### src/rtl/dqs_write_strobe_gen.sv
// DDR write burst strobe/data phase generator (x2 gearing); pins are registered, 1-cycle latency.
// Backpressure: cmd_ready only in IDLE; wr_ready only in DATA, and a missing beat is masked rather than stalled.
module dqs_write_strobe_gen #(
  parameter int DQ_W     = 8,
  parameter int LEN_W    = 4,
  parameter int PREAMBLE = 1
) (
  input  logic                  clk,
  input  logic                  rst_n,
  input  logic                  cmd_valid,
  output logic                  cmd_ready,
  input  logic [LEN_W-1:0]      cmd_beats,
  input  logic [3:0]            wl_cfg,
  input  logic                  wr_valid,
  output logic                  wr_ready,
  input  logic [2*DQ_W-1:0]     wr_data,
  input  logic [DQ_W/4-1:0]     wr_mask,
  output logic [DQ_W-1:0]       dq_p0,
  output logic [DQ_W-1:0]       dq_p1,
  output logic [DQ_W/8-1:0]     dm_p0,
  output logic [DQ_W/8-1:0]     dm_p1,
  output logic                  dqs_p0,
  output logic                  dqs_p1,
  output logic                  dqs_oe,
  output logic                  dq_oe,
  output logic                  busy,
  output logic                  err_underrun
);

  localparam int DM_W  = DQ_W / 8;
  localparam int PRE_W = (PREAMBLE > 1) ? $clog2(PREAMBLE) : 1;

  typedef enum logic [2:0] {
    S_IDLE,
    S_WAIT,
    S_PRE,
    S_DATA,
    S_POST
  } state_t;

  state_t             state;
  logic [3:0]         wl_cnt;
  logic [PRE_W-1:0]   pre_cnt;
  logic [LEN_W-1:0]   beat_cnt;
  logic               accept;

  // Gated by rst_n so every output reads 0 while reset is held.
  assign cmd_ready = rst_n && (state == S_IDLE);
  assign accept    = cmd_valid && cmd_ready;
  assign wr_ready  = (state == S_DATA);
  assign busy      = (state != S_IDLE);

  always_ff @(posedge clk or negedge rst_n) begin
    if (!rst_n) begin
      state        <= S_IDLE;
      wl_cnt       <= '0;
      pre_cnt      <= '0;
      beat_cnt     <= '0;
      dq_p0        <= '0;
      dq_p1        <= '0;
      dm_p0        <= '0;
      dm_p1        <= '0;
      dqs_p0       <= 1'b0;
      dqs_p1       <= 1'b0;
      dqs_oe       <= 1'b0;
      dq_oe        <= 1'b0;
      err_underrun <= 1'b0;
    end else begin
      // Pin registers capture the decode of the state being left this edge.
      dq_p0        <= '0;
      dq_p1        <= '0;
      dm_p0        <= '0;
      dm_p1        <= '0;
      dqs_p0       <= 1'b0;
      dqs_p1       <= 1'b0;
      dqs_oe       <= 1'b0;
      dq_oe        <= 1'b0;
      err_underrun <= 1'b0;
      case (state)
        S_IDLE: begin
          if (accept) begin
            beat_cnt <= cmd_beats;
            wl_cnt   <= wl_cfg - 4'd1;
            pre_cnt  <= PRE_W'(PREAMBLE - 1);
            state    <= (wl_cfg != 4'd0) ? S_WAIT : S_PRE;
          end
        end
        S_WAIT: begin
          if (wl_cnt == 4'd0) state <= S_PRE;
          else                wl_cnt <= wl_cnt - 4'd1;
        end
        S_PRE: begin
          dqs_oe <= 1'b1;
          if (pre_cnt == '0) state <= S_DATA;
          else               pre_cnt <= pre_cnt - 1'b1;
        end
        S_DATA: begin
          dqs_oe <= 1'b1;
          dq_oe  <= 1'b1;
          dqs_p0 <= 1'b1;
          if (wr_valid) begin
            dq_p0 <= wr_data[DQ_W-1:0];
            dq_p1 <= wr_data[2*DQ_W-1:DQ_W];
            dm_p0 <= wr_mask[DM_W-1:0];
            dm_p1 <= wr_mask[2*DM_W-1:DM_W];
          end else begin
            // Underrun: beat is masked out and the burst keeps its length.
            dm_p0        <= '1;
            dm_p1        <= '1;
            err_underrun <= 1'b1;
          end
          if (beat_cnt == '0) state <= S_POST;
          else                beat_cnt <= beat_cnt - 1'b1;
        end
        S_POST: begin
          dqs_oe <= 1'b1;
          state  <= S_IDLE;
        end
        default: state <= S_IDLE;
      endcase
    end
  end

endmodule

### config.mk
export PLATFORM = sky130hd
export DESIGN_NAME = dqs_write_strobe_gen
export DESIGN_NICKNAME = d
export VERILOG_FILES = /design/src/rtl/dqs_write_strobe_gen.sv
export SDC_FILE = /design/constraint.sdc
export NUM_CORES = 1
export LEC_CHECK = 0
export BUFFER_PORTS_ARGS = -buffer_cell sky130_fd_sc_hd__buf_2
export CORE_MARGIN = 3
export CORE_UTILIZATION = 43
export CTS_CLUSTER_SIZE = 28
export DETAILED_ROUTE_END_ITERATION = 7
export PLACE_DENSITY_LB_ADDON = 0.2
export SETUP_SLACK_MARGIN = 0.3
export SLEW_MARGIN = 20
export SYNTH_ARGS = -nofsm -noshare
export SYNTH_HDL_FRONTEND = slang
export SYNTH_SLANG_ARGS = --single-unit
### constraint.sdc
create_clock -name clk -period 1.83 [get_ports clk]
set_clock_uncertainty 0.05 [all_clocks]
set_input_delay 0.2745 -clock clk [delete_from_list [all_inputs] [get_ports clk]]
set_output_delay 0.2745 -clock clk [all_outputs]
set_load 0.05 [all_outputs]
==> summary.txt, run 1 <==
Run status
  • Status: complete, no violations

Clock tree
  • H-tree levels: 2
  • CTS tree: built
  • Longest Clk Path Bufs: 2
  • Clk Latency, worst-skew pair: 0.33 ns
  • Root Buffer: clkbuf_4
  • CTS Buf Count: 5
  • Clk slew on worst S/H paths: 0.09 ns
  • Clock Sinks: 32

Timing
  • Worst hold margin: 0.1066 ns
  • Max Freq: 554.4 MHz
  • Fin. Hold Viols: 0
  • Final worst slack: 0.02636 ns
  • Max Slew Vio Count: 0
  • RSZ-0062 raised after global routing: true
  • Rel. slew slack: 52.29%
  • Clock period minus worst slack: 1.804 ns
  • Setup violators final: 0
  • Slew @ Worst Pin: 0.7132 ns
  • Tcrit/Tclk final: 98.56%
  • Fin Setup TNS: 0 ns

Floorplan
  • FP Rows: 20
  • Die area: 0.004147 mm^2
  • IO Pins: 56
  • Die Y: 64.40 um
  • Initial cell density of the core: 46.51%
  • Core area: 0.003153 mm^2
  • Die W: 64.40 um

Critical path
  • Setup CP Type: reg2reg
  • Setup crit end kind: flop
  • Worst Path Required: 1.99 ns
  • Arr. time, crit path: 1.97 ns
  • Critical path launch point type: flop
  • CP Max Fanout: 8

Place
  • Routability cong.: 0.8734
  • Dpl ws: 0.002577 ns
  • Cell Count Post-Placement: 227
  • Post-detailed-placement half-perimeter wirelength: 2461 um
  • IO buf count: 54

Logic synthesis
  • Adder-Cell Fraction of Synth Area: 1.706%
  • Compound-Gate Fraction of Synth Area: 13.31%
  • Mapped Area: 0.001466 mm^2
  • Simple-gate portion of the synthesized area: 19.88%
  • Register area share after synthesis: 54.61%
  • Distinct cells, synth: 40
  • Synth Net Count: 161
  • Warnings from Yosys: 0
  • Synth Area per Inst: 11.37 um^2
  • Cell count after synthesis: 129
  • Post-Synth XOR/XNOR Area: 0%
  • Flops & latches, synth: 32
  • Mux cell area share after synthesis: 4.266%
  • Largest family of logic cells by synthesized area: simple AND/OR/NAND/NOR gates

Power
  • Comb pwr share: 59.2%
  • Sw Share: 44.49%
  • Internal: 0.002081 W
  • Power share of the clock group: 11.1%
  • Worst vdd ir: 0.8335 mV
  • Total power: 0.003749 W
  • Leakage: 1.141 nW
  • Power density cells: 1761 mW/mm^2
  • Psw: 0.001668 W
  • Power share of the sequential group: 29.8%

Hold path
  • Hold WC Path Type: in2reg

GRT
  • Global-route wire length before repair: 5754 um
  • Total GRT Usage: 18.63%
  • Vias in the first global route: 1291
  • GRT busiest layer: met2
  • GR Util met1: 21.43%
  • Initial antenna violation count: 0
  • Met2 Usage GRT: 31.96%
  • Met3 Usage GRT: 6.678%
  • Grt ovf: 0
  • Largest net degree at the start of global routing: 20

Route
  • Residual DRC count: 0
  • Routed Antenna Nets: 0
  • Total Wirelength: 3631 um
  • DR iter-0 viols: 58
  • DR vias: 1273
  • DRT Pass-1 Iters: 4
  • Via-per-instance ratio: 5.072
  • Mean routed wirelength per cell: 14.47 um

Finish
  • N_diodes: 0
  • Area Growth Syn to Fin: 45.22%
  • Layout cells sized above 1: 54.11%
  • Finished Layout Cells: 251
  • Total Nets Final: 238

Flow run
  • Max_cap viols: 0
==> metrics by stage <==
stage | util, % | instance area [um^2]
finish | 67.54 | 2130
global route | 67.54 | 2130
CTS | 64.52 | 2034
detailed placement | 57.62 | 1817
global placement | 57.62 | 1817
floorplan | - | 1486
==> what timing repair did <==
action                     in CTS  in global routing
gates resized for setup        18                 19
setup endpoints to repair      21                 25
buffers inserted               11                  3
pin swaps                       6                  7
hold buffers                    2                  0
hold endpoints to repair       32                  0
==> final timing paths <==
kind                               from          end  slack (ns)  cells after the start
min in group asynchronous         rst_n     dq_p1[7]        0.61                      3
max reg2reg                    state[1]    wl_cnt[2]        0.03                      5
max                            state[1]    wl_cnt[2]        0.03                      5
min                        cmd_beats[0]  beat_cnt[0]        0.11                      3
max in group asynchronous         rst_n     state[1]        0.59                      3
min reg2reg                 beat_cnt[0]  beat_cnt[0]        0.51                      2
==> cell usage in the layout, fill, tap and decap left out, drive strengths merged, types with 3 or more instances in the layout <==
cell,netlist,layout
a21oi,4,4
dfrtp,32,32
nor2,9,9
buf,6,77
nor4,3,3
and3,16,16
mux2i,4,4
nor3,4,4
nand3,3,3
nand2,5,5
inv,7,7
clkbuf,3,6
o21ai,5,5
o22ai,3,3
==> critical path: stages (launching register included) <==
cell and delay [ns]:
dfrtp_2 0.48, or3b_4 0.45, mux2i_4 0.22, ha_4 0.19
nor4_2 0.25, a221oi_2 0.05
==> cells in the mapped netlist <==
library cell	number	share of area (%)
nor4_1	2	0.85
and3_1	16	6.8
o21ai_0	3	1.0
and2_1	2	0.85
nor3_4	1	1.1
a21o_2	1	0.60
inv_1	7	1.8
dfrtp_1	32	55
nor3_1	3	1.0
o21ai_2	1	0.60
nor3b_1	2	1.0
buf_6	2	1.5
o31ai_1	2	1.0
mux2i_1	4	2.7
o2bb2ai_1	1	0.60
a21boi_0	1	0.51
ha_1	2	1.7
clkbuf_1	3	0.77
nor2_1	9	2.3
buf_2	1	0.34
nand3_1	3	1.0
a22o_1	1	0.60
o21a_1	1	0.51
a31oi_1	2	0.85
o22a_1	1	0.60
nand2_1	5	1.3
and2b_2	1	0.60
or2_2	1	0.43
a221oi_2	1	1.0
o21ai_1	1	0.34
conb_1	1	0.26
nand3b_1	1	0.51
o22ai_4	2	2.7
nor4_4	1	1.5
buf_4	3	1.5
or3b_1	1	0.60
mux2_2	2	1.5
a21oi_1	4	1.4
o22ai_1	1	0.43
o211ai_1	1	0.51
==> metal layers <==
layer / wire length [um] / part of all wire (%) / vias to the layer above
met5: 0 / 0 / -
met4: 42 / 1.2 / 0
met3: 183 / 5.0 / 4
met2: 1965 / 54 / 39
met1: 1439 / 40 / 622
li1: - / - / 608
==> state kept, by name, summed over array words and instances, names as in the netlist <==
signal        count
dqs_oe            1
beat_cnt          4
dm_p0             1
err_underrun      1
state             3
dq_oe             1
wl_cnt            4
dm_p1             1
dq_p0             8
dq_p1             8
==> layout make-up <==
| cell class | instances | area, um^2 |
|---|---|---|
| fillers | 242 | 1023 |
| flip-flops and latches | 32 | 802.0 |
| multi-input cells | 81 | 658.1 |
| repair buffers | 79 | 526.8 |
| well taps | 44 | 55.05 |
| clock buffers | 6 | 51.30 |
| inverters | 7 | 26.28 |
| clock inverters | 2 | 10.01 |
==> cells by family after synthesis <==
kind of cell / after synthesis
AOI/OAI and AO/OA: 24
adders and majority gates: 2
buffers and inverters: 16
DFF: 32
muxes: 6
other: 1
and+or+nand+nor: 48
==> power groups by stage <==
stage               Sequential, W  Clock [W]  Combinational, W
finish                    0.00112   0.000415           0.00222
global route              0.00114   0.000470           0.00237
CTS                       0.00110   0.000431           0.00197
detailed placement        0.00110          0           0.00166
global placement          0.00109          0           0.00162
floorplan                 0.00137          0           0.00103
Note: power is estimated with default switching activity, not from simulation.
==> inputs of run 2 (changes only) <==
ABC_AREA = 1   (was unset)
SETUP_SLACK_MARGIN = unset   (was 0.3)
==> run 2 against run 1 <==
Area after synthesis up 2.3%. Non-clock buffer count decreased by 23. Critical path depth unchanged. Core utilization down 8.9 points. Critical endpoint is now cmd_ready. Largest power group unchanged.
==> summary.txt, run 2 <==
GRT
  • Largest net degree at the start of global routing: 27 (+35%)
  • Grt ovf: 0 (unchanged)
  • Initial antenna violation count: 0 (unchanged)
  • Global-route wire length before repair: 4968 um (-14%)
  • Total GRT Usage: 15.34% (-3.3 points)
  • Vias in the first global route: 1158 (-10%)

Critical path
  • Setup CP Type: in2out
  • Critical Path, Cell by Cell: dlygate4sd3_1 > clkbuf_4 > inv_1 > nor2_1 > clkbuf_4
  • Crit path top cell by count: clkbuf_4
  • CP Max Fanout: 10 (+2)
  • Arr. time, crit path: 1.40 ns (-0.57 ns)
  • Worst Path Required: 1.51 ns (-0.48 ns)
  • Critical path launch point type: primary input
  • Max incr delay on CP: 0.52 ns (+0.04 ns)
  • Setup crit end kind: output port
  • Slowest CP cell: dlygate4sd3_1

Timing
  • Clock period minus worst slack: 1.721 ns (-0.08238 ns)
  • RSZ-0062 raised after global routing: false
  • Setup violators final: 0 (unchanged)
  • Max Freq: 581.0 MHz (+4.8%)
  • Fin Setup TNS: 0 ns (unchanged)
  • Fin. Hold Viols: 0 (unchanged)
  • Tcrit/Tclk final: 94.06% (-4.5 points)
  • Max Slew Vio Count: 0 (unchanged)
  • Worst hold margin: 0.1205 ns (+0.01398 ns)

Place
  • Post-detailed-placement half-perimeter wirelength: 2234 um (-9.2%)
  • Routability cong.: 0.8017 (-8.2%)
  • IO buf count: 54 (unchanged)

Logic synthesis
  • Warnings from Yosys: 0 (unchanged)
  • Register area share after synthesis: 53.38% (-1.2 points)
  • Top post-synthesis cells by count: nand2_1, dfrtp_1, nor2_1
  • Synth Net Count: 205 (+27%)
  • Main synth FF type: dfrtp_1
  • Asr flop ratio synth: 100.0% (unchanged)
  • EDFF count, synth: 0 (unchanged)
  • Distinct cells, synth: 24 (-40%)
  • Largest cells by area after synthesis: dfrtp_1, nand2_1, nor2_1, nand3_1, inv_1
  • Post-synth top area share: 53.38% (-1.2 points)
  • Most frequent cell after synthesis: nand2_1
  • Largest area contributor in the netlist: dfrtp_1
  • Flops & latches, synth: 32 (unchanged)
  • Mapped Area: 0.001500 mm^2 (+2.3%)
  • Cell count after synthesis: 173 (+34%)
  • Synth Area per Inst: 8.672 um^2 (-24%)

Finish
  • Most common cell after layout, fill and taps aside: buf_2
  • Area Growth Syn to Fin: 24.19%
  • Number of fill cells: 326 (+35%)
  • Total Nets Final: 261 (+9.7%)
  • Most frequent cells in the layout: buf_2, nand2_1, nor2_1
  • Layout cells sized above 1: 34.06% (-20 points)
  • N_diodes: 0 (unchanged)
  • Largest regs: dq_p0 x8, dq_p1 x8

Clock tree
  • Root Buffer: clkbuf_4
  • Clk slew on worst S/H paths: 0.09 ns (about the same)
  • CTS Buf Count: 5 (unchanged)
  • Clk Latency, worst-skew pair: 0.31 ns (-0.02 ns)
  • CTS tree: built
  • Clock Sinks: 32 (unchanged)
  • Longest Clk Path Bufs: 2 (unchanged)
  • H-tree levels: 2 (unchanged)
  • Post-CTS Setup Inserts: 0 (-11)

Hold path
  • Hold WC Path Type: in2reg

Route
  • Total Wirelength: 2917 um (-20%)
  • Mean routed wirelength per cell: 10.68 um (-26%)
  • DR vias: 1237 (-2.8%)
  • Routed Antenna Nets: 0 (unchanged)
  • Residual DRC count: 0 (unchanged)
  • DR iter-0 viols: 56 (-3.4%)
  • Via-per-instance ratio: 4.531 (-11%)
  • DRT Pass-1 Iters: 5 (+1)

Power
  • Leakage: 1.057 nW (-7.3%)
  • Total power: 0.003254 W (-13%)
  • Worst vdd ir: 0.6688 mV (-20%)
  • Power density cells: 1747 mW/mm^2 (-0.78%)

Floorplan
  • IO Pins: 56 (unchanged)
  • Die W: 65.07 um (+1.0%)
  • FP Rows: 20 (unchanged)
  • Core area: 0.003178 mm^2 (+0.79%)
  • Die Y: 65.07 um (+1.0%)
  • Die area: 0.004233 mm^2 (+2.1%)
  • Initial cell density of the core: 47.20% (+0.70 points)

Flow run
  • Max_cap viols: 0 (unchanged)

Run status
  • Status: complete, no violations
-- run 2: cell count changes after synthesis, sizes merged, moves of 3 or more --
cell	change
o21ai	+4
o22ai	-3
nand3	+9
nor2	+27
nand2	+41
inv	+11
and3	-16
nor4	-3
nor3	-4
a21oi	+3
mux2i	-4
-- run 2: metrics by stage --
stage	setup slack (ns)	utilization, %	cell area, um^2	instances
2_1_floorplan	0.03644	-	1500	173
3_3_place_gp	0.2781	56.06	1782	265
3_5_place_dp	0.2687	56.06	1782	265
4_1_cts	0.02533	58.43	1857	273
5_1_grt	0.01645	58.62	1863	273
6_report	0.1087	58.62	1863	273
-- run 2: critical path: cells and delay by family --
kind,cells,cell delay [ns]
buf+inv,4,1.03
simple gates,1,0.09
-- run 2: repair_timing --
action / 4_1_cts / 5_1_grt
endpoints found under the hold margin: 7 / 0
hold buffers: 1 / 0
endpoints found under the setup margin: 0 / 2
gates resized for setup: 0 / 3
-- run 2: logic make-up after synthesis --
kind of cell    synth area share [%]
flops                          53.38
fa+ha+maj                      1.668
xor+xnor                       1.168
compound gates                 6.089
other cells                   0.2500
simple gates                   29.36
buf+inv                        8.090
-- run 2: area by class of cell --
| cell class | count | area [um^2] | area share [%] |
|---|---|---|---|
| flip-flops and latches | 32 | 802.0 | 43.05 |
| multi-input cells | 116 | 578.1 | 31.03 |
| repair buffers | 56 | 292.8 | 15.72 |
| inverters | 18 | 70.07 | 3.761 |
| clock buffers | 7 | 65.06 | 3.492 |
| well taps | 44 | 55.05 | 2.955 |
-- run 2: path summary, 6_finish.rpt --
path | start | end | slack, ns | cells past startpoint
max in group asynchronous | rst_n | dq_p1[5] | 0.91 | 3
worst max register to register | state[2] | wl_cnt[2] | 0.28 | 7
worst min register to register | beat_cnt[3] | beat_cnt[3] | 0.44 | 2
worst max-delay path | rst_n | cmd_ready | 0.11 | 5
worst min-delay path | wr_data[10] | dq_p1[2] | 0.12 | 3
min in group asynchronous | rst_n | wl_cnt[2] | 0.29 | 2
-- run 2: routing by layer --
metal  GRT usage [%]  part of all wire, %
met4           6.218                  1.3
met3           4.333                  5.6
met5               0                    0
met1           19.31                   45
met2           24.78                   48
-- run 2: report_power, final --
group / internal (W) / switching, W / total, W
registers: 0.000929 / 0.000128 / 0.00106
clock network: 0.000218 / 0.000214 / 0.000432
logic: 0.000488 / 0.00128 / 0.00177
==> inputs of run 3 (changes only) <==
CORE_UTILIZATION = 34   (was 43)
SLEW_MARGIN = unset   (was 20)
==> run 3 against run 2 <==
Combinational power hardly changed. Total power increased by 3.8%. Die area rose by 24%. Critical endpoint unchanged. Largest cell class unchanged. Global-route usage decreased by 2.6 points. Via count down 2.0%. Worst setup slack worse by 0.023 ns.
==> summary.txt, run 3 (synthesized netlist as in run 2, its figures left out) <==
Power
  • Worst vdd ir: 0.7085 mV (+5.9%)
  • Leakage: 1.071 nW (+1.3%)
  • Power density cells: 1779 mW/mm^2 (+1.8%)

Run status
  • Status: complete, no violations

Finish
  • Most frequent cells in the layout: buf_2, nand2_1, nor2_1
  • Largest regs: dq_p0 x8, dq_p1 x8
  • Most common cell after layout, fill and taps aside: buf_2
  • Cell area after layout: 0.001899 mm^2 (+1.9%)
  • Final core occ: 46.15% (-12 points)
  • Number of fill cells: 407 (+25%)
  • Layout cells sized above 1: 34.06% (unchanged)
  • Total Nets Final: 261 (unchanged)
  • Area Growth Syn to Fin: 26.61%
  • N_diodes: 0 (unchanged)

Route
  • Total Wirelength: 2985 um (+2.3%)
  • Residual DRC count: 0 (unchanged)
  • Via-per-instance ratio: 4.344 (-4.1%)
  • Routed Antenna Nets: 0 (unchanged)
  • DRT Pass-1 Iters: 4 (-1)
  • DR iter-0 viols: 64 (+14%)
  • Mean routed wirelength per cell: 10.70 um (+0.13%)
  • DR vias: 1212 (-2.0%)

Clock tree
  • H-tree levels: 2 (unchanged)
  • Clk Latency, worst-skew pair: 0.27 ns (-0.04 ns)
  • Post-CTS Setup Inserts: 0 (unchanged)
  • CTS Buf Count: 5 (unchanged)
  • CTS tree: built
  • Root Buffer: clkbuf_8
  • Longest Clk Path Bufs: 2 (unchanged)
  • Clk slew on worst S/H paths: 0.06 ns (-0.03 ns)
  • Clock Sinks: 32 (unchanged)

Timing
  • Max Freq: 573.4 MHz (-1.3%)
  • Worst hold margin: 0.1668 ns (+0.04630 ns)
  • Max Slew Vio Count: 0 (unchanged)
  • Fin Setup TNS: 0 ns (unchanged)
  • RSZ-0062 raised after global routing: false
  • Clock period minus worst slack: 1.744 ns (+0.02270 ns)
  • Fin. Hold Viols: 0 (unchanged)
  • Tcrit/Tclk final: 95.30% (+1.2 points)
  • Setup violators final: 0 (unchanged)
  • Final worst slack: 0.08603 ns (-0.02270 ns)

Place
  • Routability cong.: 0.7355 (-8.3%)
  • Post-detailed-placement half-perimeter wirelength: 2277 um (+1.9%)
  • IO buf count: 54 (unchanged)
  • Dpl ws: 0.2505 ns (-0.01819 ns)
  • Area after DPL: 0.001789 mm^2 (+0.42%)

GRT
  • Grt ovf: 0 (unchanged)
  • GR Util met1: 15.22% (-4.1 points)
  • Vias in the first global route: 1173 (+1.3%)
  • Global-route wire length before repair: 5099 um (+2.6%)
  • Largest net degree at the start of global routing: 27 (unchanged)
  • Met2 Usage GRT: 20.32% (-4.5 points)
  • Total GRT Usage: 12.78% (-2.6 points)
  • GRT busiest layer: met2
  • Initial antenna violation count: 0 (unchanged)
  • Met3 Usage GRT: 5.263% (+0.93 points)

Critical path
  • Arr. time, crit path: 1.42 ns (+0.02 ns)
  • CP Buf/Inv Count: 4 (unchanged)
  • Max incr delay on CP: 0.52 ns (about the same)
  • CP Max Fanout: 9 (-1)
  • Top cell family by delay on the critical path: buffers and inverters
  • Critical path launch point type: primary input
  • Setup crit end kind: output port
  • Worst Path Required: 1.51 ns (about the same)
  • Critical Path, Cell by Cell: dlygate4sd3_1 > clkbuf_4 > inv_1 > nor2_1 > buf_2
  • Setup CP Type: in2out
  • Slowest CP cell: dlygate4sd3_1

Floorplan
  • Die Y: 72.43 um (+11%)
  • IO Pins: 56 (unchanged)
  • Die W: 72.43 um (+11%)
  • Initial cell density of the core: 36.45% (-11 points)
  • Die area: 0.005245 mm^2 (+24%)
  • Core area: 0.004115 mm^2 (+29%)
  • FP Rows: 23 (+15%)

Hold path
  • Hold WC Path Type: in2reg

Flow run
  • Max_cap viols: 0 (unchanged)
==> run 3: cell count changes in the layout (fill, tap and decap cells not counted) <==
cell	before	now
buf_2	52	53
clkbuf_4	7	1
clkbuf_8	2	7
==> run 3: cell type report <==
class / count / area, um^2 / area share [%]
inverters: 18 / 70.07 / 3.689
flip-flops and latches: 32 / 802.0 / 42.23
repair buffers: 56 / 290.3 / 15.28
multi-input cells: 116 / 578.1 / 30.43
clock buffers: 7 / 96.34 / 5.072
well taps: 50 / 62.56 / 3.294
==> run 3: per-stage QoR <==
stage / power (W) / std cells
after global placement: 0.002842 / 271
after floorplan: 0.002530 / 173
after CTS: 0.003432 / 279
after detailed placement: 0.002844 / 271
after global routing: 0.003675 / 279
final: 0.003378 / 279
==> run 3: path summary, 6_finish.rpt <==
check	cells after the start	slack, ns	end	start
max	5	0.09	cmd_ready	rst_n
min	3	0.17	dq_p0[7]	wr_data[7]
max reg2reg	7	0.31	wl_cnt[2]	state[2]
min reg2reg	2	0.44	beat_cnt[3]	beat_cnt[3]
max in group asynchronous	3	0.86	dm_p0	rst_n
min in group asynchronous	2	0.34	dqs_oe	rst_n
==> run 3: power breakdown <==
| group | switching [W] | internal, W |
|---|---|---|
| clock | 0.000232 | 0.000334 |
| sequential | 0.000133 | 0.000932 |
| combinational | 0.00126 | 0.000485 |
| total | 0.00163 | 0.00175 |
==> run 3: repair_timing <==
action | in CTS | in global routing
hold endpoints to repair | 6 | 0
gates resized for setup | 0 | 2
hold buffers | 1 | 0
setup endpoints to repair | 0 | 2
==> run 3: layer usage <==
| layer | part of all wire, % | vias to the layer above | routed length [um] |
|---|---|---|---|
| li1 | - | 640 | - |
| met2 | 48 | 44 | 1420 |
| met1 | 41 | 524 | 1230 |
| met5 | 0 | - | 0 |
| met4 | 1.5 | 0 | 46 |
| met3 | 9.6 | 4 | 288 |
==> run 3: worst min-delay path, stage by stage <==
cell,delay (ns)
buf_2,0.09
nand2_1,0.05
nor2_1,0.04
